--- config.mk ---
export PLATFORM = sky130hd
export DESIGN_NAME = multicycle_ctrl
export DESIGN_NICKNAME = d
export VERILOG_FILES = /design/src/rtl/multicycle_ctrl.sv
export SDC_FILE = /design/constraint.sdc
export NUM_CORES = 1
export LEC_CHECK = 0
export CAP_MARGIN = 20
export CORE_MARGIN = 4
export CORE_UTILIZATION = 49
export CTS_BUF_LIST = sky130_fd_sc_hd__clkbuf_2 sky130_fd_sc_hd__clkbuf_4 sky130_fd_sc_hd__clkbuf_8
export DETAILED_ROUTE_END_ITERATION = 6
export GPL_TIMING_DRIVEN = 0
export HOLD_SLACK_MARGIN = 0.08
export PLACE_DENSITY = 0.86
export REMOVE_ABC_BUFFERS = 1
export SLEW_MARGIN = 40
export SYNTH_ARGS = -nofsm -noshare
export SYNTH_HDL_FRONTEND = slang
export SYNTH_SLANG_ARGS = --single-unit
--- constraint.sdc ---
create_clock -name clk -period 2.49 [get_ports clk]
set_input_delay 0.249 -clock clk [delete_from_list [all_inputs] [get_ports clk]]
set_output_delay 0.249 -clock clk [all_outputs]
set_load 0.1 [all_outputs]
--- src/rtl/multicycle_ctrl.sv ---
// Multicycle CPU control unit: FETCH/DECODE/EXECUTE/MEMORY/WRITEBACK/HALT sequencer
// with combinational strobes and a saturating retired-instruction counter.
module multicycle_ctrl #(
  parameter int CNT_W = 16
) (
  input  logic             clk,
  input  logic             rst,
  input  logic [6:0]       opcode,
  input  logic             branch_taken,
  input  logic             mem_ready,
  input  logic             resume,
  output logic             ir_we,
  output logic             reg_we,
  output logic             mem_re,
  output logic             mem_we,
  output logic             pc_en,
  output logic             pc_sel,
  output logic [2:0]       state,
  output logic             halted,
  output logic [CNT_W-1:0] instr_count
);

  typedef enum logic [2:0] {
    FETCH     = 3'd0,
    DECODE    = 3'd1,
    EXECUTE   = 3'd2,
    MEMORY    = 3'd3,
    WRITEBACK = 3'd4,
    HALT      = 3'd5
  } state_t;

  localparam logic [6:0] OP_LOAD   = 7'b0000011;
  localparam logic [6:0] OP_STORE  = 7'b0100011;
  localparam logic [6:0] OP_BRANCH = 7'b1100011;
  localparam logic [6:0] OP_RTYPE  = 7'b0110011;
  localparam logic [6:0] OP_ITYPE  = 7'b0010011;
  localparam logic [6:0] OP_LUI    = 7'b0110111;
  localparam logic [6:0] OP_JAL    = 7'b1101111;
  localparam logic [6:0] OP_HALT   = 7'b1111111;

  localparam logic [CNT_W-1:0] CNT_MAX = '1;
  localparam logic [CNT_W-1:0] CNT_ONE = CNT_W'(1);

  state_t           state_q, state_d;
  logic [6:0]       opc_q, opc_d;
  logic [CNT_W-1:0] cnt_q;

  logic retire;
  logic ir_we_c, reg_we_c, mem_re_c, mem_we_c, pc_en_c, pc_sel_c, halted_c;

  always_comb begin
    state_d  = FETCH;
    opc_d    = opc_q;
    retire   = 1'b0;
    ir_we_c  = 1'b0;
    reg_we_c = 1'b0;
    mem_re_c = 1'b0;
    mem_we_c = 1'b0;
    pc_en_c  = 1'b0;
    pc_sel_c = 1'b0;
    halted_c = 1'b0;
    case (state_q)
      FETCH: begin
        ir_we_c = 1'b1;
        state_d = DECODE;
      end
      DECODE: begin
        opc_d   = opcode;
        state_d = (opcode == OP_HALT) ? HALT : EXECUTE;
      end
      EXECUTE: begin
        case (opc_q)
          OP_LOAD, OP_STORE: state_d = MEMORY;
          OP_BRANCH: begin
            pc_en_c  = 1'b1;
            pc_sel_c = branch_taken;
            retire   = 1'b1;
            state_d  = FETCH;
          end
          OP_RTYPE, OP_ITYPE, OP_LUI, OP_JAL: state_d = WRITEBACK;
          default: begin
            pc_en_c = 1'b1;
            retire  = 1'b1;
            state_d = FETCH;
          end
        endcase
      end
      MEMORY: begin
        mem_re_c = (opc_q == OP_LOAD);
        mem_we_c = (opc_q == OP_STORE);
        if (!mem_ready) begin
          state_d = MEMORY;
        end else if (opc_q == OP_LOAD) begin
          state_d = WRITEBACK;
        end else begin
          pc_en_c = 1'b1;
          retire  = 1'b1;
          state_d = FETCH;
        end
      end
      WRITEBACK: begin
        reg_we_c = 1'b1;
        pc_en_c  = 1'b1;
        pc_sel_c = (opc_q == OP_JAL);
        retire   = 1'b1;
        state_d  = FETCH;
      end
      HALT: begin
        halted_c = 1'b1;
        if (resume) begin
          pc_en_c = 1'b1;
          retire  = 1'b1;
          state_d = FETCH;
        end else begin
          state_d = HALT;
        end
      end
      default: state_d = FETCH;
    endcase
  end

  always_ff @(posedge clk or posedge rst) begin
    if (rst) begin
      state_q <= FETCH;
      opc_q   <= '0;
      cnt_q   <= '0;
    end else begin
      state_q <= state_d;
      opc_q   <= opc_d;
      if (retire && (cnt_q != CNT_MAX)) begin
        cnt_q <= cnt_q + CNT_ONE;
      end
    end
  end

  // Strobes are gated by rst so nothing leaks out while reset is held.
  assign ir_we       = ir_we_c  & ~rst;
  assign reg_we      = reg_we_c & ~rst;
  assign mem_re      = mem_re_c & ~rst;
  assign mem_we      = mem_we_c & ~rst;
  assign pc_en       = pc_en_c  & ~rst;
  assign pc_sel      = pc_sel_c & ~rst;
  assign halted      = halted_c & ~rst;
  assign state       = state_q;
  assign instr_count = cnt_q;

endmodule

==> impl_metrics.toml <==
[status]
outcome = "finished clean"

[critical_path]
crit_path_end_kind = "primary output"
crit_fanout = 6
r2r_slack_ps = 220
worstSetupPathType = "flip-flop to primary output"
crit_path_start_kind = "flip-flop"
ff2ff_path_depth = 6
crit-reg2reg-launch = "state[2]"
worstPathArrival_ps = 2130
required_ps = 2240
crit-reg2reg-capture = "instr_count[14]"

[timing]
report.final.hold_viol_count = 0
maxSlewHeadroom_pct = 55.0
fmax_mhz = 421
timing.final.crit_share_pct = 95.4
drv_slew = 0
setup_violations = 0
holdWs_ps = 389
min_period_ps = 2380
worstMarginPinSlew_ps = 673
worst_slack_ps = 114
skew_ps = 7.28

[worst_hold_path]
hp-class = "input pin to async pin"

[layout]
nFillCells = 236
register_area_um2 = 651
instances_no_fill = 211
drive_gt1_share_pct = 23.9
multi_input_area_um2 = 718
area_growth_pct = 22.4
antenna_cells = 0
fin_area_um2 = 1710
final_nets = 194

[power]
totalPowerFinal_mw = 2.31
power_frac_clock_pct = 9.0
ir_drop_mv = 1.29
power_density_nw_per_um2 = 1350
internal_power_mw = 0.974
switching_share_pct = 57.9
power.switching_mw = 1.34
combPwrFrac_pct = 57.9
p_seq_share_pct = 33.1
p_leak_nw = 0.721

[die]
die-width_um = 61.4
core_region_area_um2 = 2730
initial_utilization_pct = 51.0
io_pins = 38
die_area_um2 = 3770
die_h_um = 61.4
fp-row-count = 19

[routing]
drt_first_pass_iters = 4
vias = 1227
vias_per_cell = 5.82
ant_nets = 0
wirelength_um = 3170
drtIter0Drc = 63
drc_errors = 0
wl_per_cell_um = 15.0

[clock_tree]
clock_sinks = 26
h-tree-depth = 1
clockRootBuffer = "clkbuf_4"
clk_latency_ps = 320
cts_buffers = 3
cts_tree = "yes"
cts_buffer_depth = 2
clk_transition_reported_paths_ps = 140

[yosys]
avgSynthCellArea_um2 = 9.82
synthFlopType = "dfrtp_1"
yosysWarnings = 0
synth_area_leaders = "dfrtp_1, xor2_1, mux2_2"
synth.cell_area_um2 = 1400
synth_edf_count = 0
seq_area_frac_synth_pct = 46.6
async_flop_share_pct = 100
synth.distinct_cells = 30
ys_seq_elements = 26
yosysMostFrequentCell = "dfrtp_1"
yosys-top-cells-count = "dfrtp_1, nor2_1, nand2_1, xor2_1, mux2_2"
synth_cells = 142
synth_top_area_share_pct = 46.6
yosys.area.top_type = "dfrtp_1"

[global_route]
grt_usage_pct = 18.3
grt_max_degree = 28
grt_pass1_wl_um = 5150
antenna_found_initial = 0
first_global_vias = 1197
overflow = 0

[place]
place_ws_ps = 141
dp.cells = 206
io_buffers = 37
placed_cell_area_um2 = 1660
hpwl_um = 2340
gp_congestion = 0.926

[job]
drv_cap = 0
-- through the flow --
stage	utilization [%]	setup TNS, ps
finish	62.5	0
global route	62.5	-5.25
CTS	62.3	0
detailed placement	60.5	0
global placement	65.3	-3170
floorplan	-	-8560
-- how the worst max path moves through the flow --
stage,startpoint,endpoint,slack [ps],cells past startpoint
detailed placement,rst,mem_re,140,5
floorplan,state[1],mem_re,-1930,2
finish,opc_q[4],mem_re,110,4
global route,opc_q[4],mem_we,-5,4
CTS,opc_q[4],mem_re,5,4
global placement,rst,mem_re,-890,5
-- final cells by class --
class | count | share of cell area, %
timing repair buffer | 38 | 14.8
clock buffer | 4 | 2.12
sequential | 26 | 38.1
tap | 31 | 2.27
inverter | 3 | 0.659
multi-input combinational | 109 | 42.1
-- timing repair --
| item | in CTS | in global routing |
|---|---|---|
| gates resized for setup | 2 | 1 |
| cloned | 0 | 0 |
| setup endpoints to repair | 3 | 2 |
| hold buffers | 0 | 0 |
| buffers inserted | 1 | 0 |
| pin swaps | 1 | 0 |
-- cell families after synthesis --
kind of cell	Yosys count	synth area share, %
XOR/XNOR	13	8.16
adder cells (fa/ha/maj)	1	0.897
multiplexers	11	8.70
flip-flops	26	46.6
AND/OR/NAND/NOR	72	27.1
buffers and inverters	7	2.15
AO/OA/AOI/OAI	12	6.37
-- power groups by stage --
stage / Combinational, mW / Clock, mW / Sequential (mW)
5_1_grt: 1.41 / 0.232 / 0.785
4_1_cts: 1.34 / 0.215 / 0.755
3_3_place_gp: 1.38 / 0 / 0.747
6_report: 1.34 / 0.209 / 0.765
2_1_floorplan: 0.510 / 0 / 1.31
3_5_place_dp: 1.33 / 0 / 0.762
-- cell usage in the layout, fill, tap and decap left out, drive strengths merged --
cell type and instances:
nor2 16, o32ai 1, nand2 15, a21oi 4
nand3 5, nor4b 2, dfrtp 26, o21ai 3
xor2 13, or4 3, and4b 1, clkbuf 4
a31oi 2, nand4 5, inv 3, nor4 5
ha 1, nor3b 1, o32a 1, nor2b 4
and3 1, clkdlybuf4s50 11, nor3 7, a22oi 1
mux2 9, and4 2, mux2i 2, buf 27
nand2b 4, nand3b 1
-- state kept, by name, indices dropped and copies added (netlist names) --
register / flops
opc_q: 7
instr_count: 16
state: 3
-- worst max-delay path, stage by stage, from the launching register on --
cell,delay (ps)
dfrtp_1,410
nand3b_1,230
or4_4,510
nor4_1,320
buf_4,350
-- per-layer routing --
metal  global-route usage (%)  up-vias  part of all wire, %
met5                        0        -                    0
li1                         -      589                    -
met3                     2.52        8                  8.7
met2                     31.6       59                   46
met4                     8.79        0                  2.3
met1                     22.5      571                   43
(Power assumes the default switching activity.)
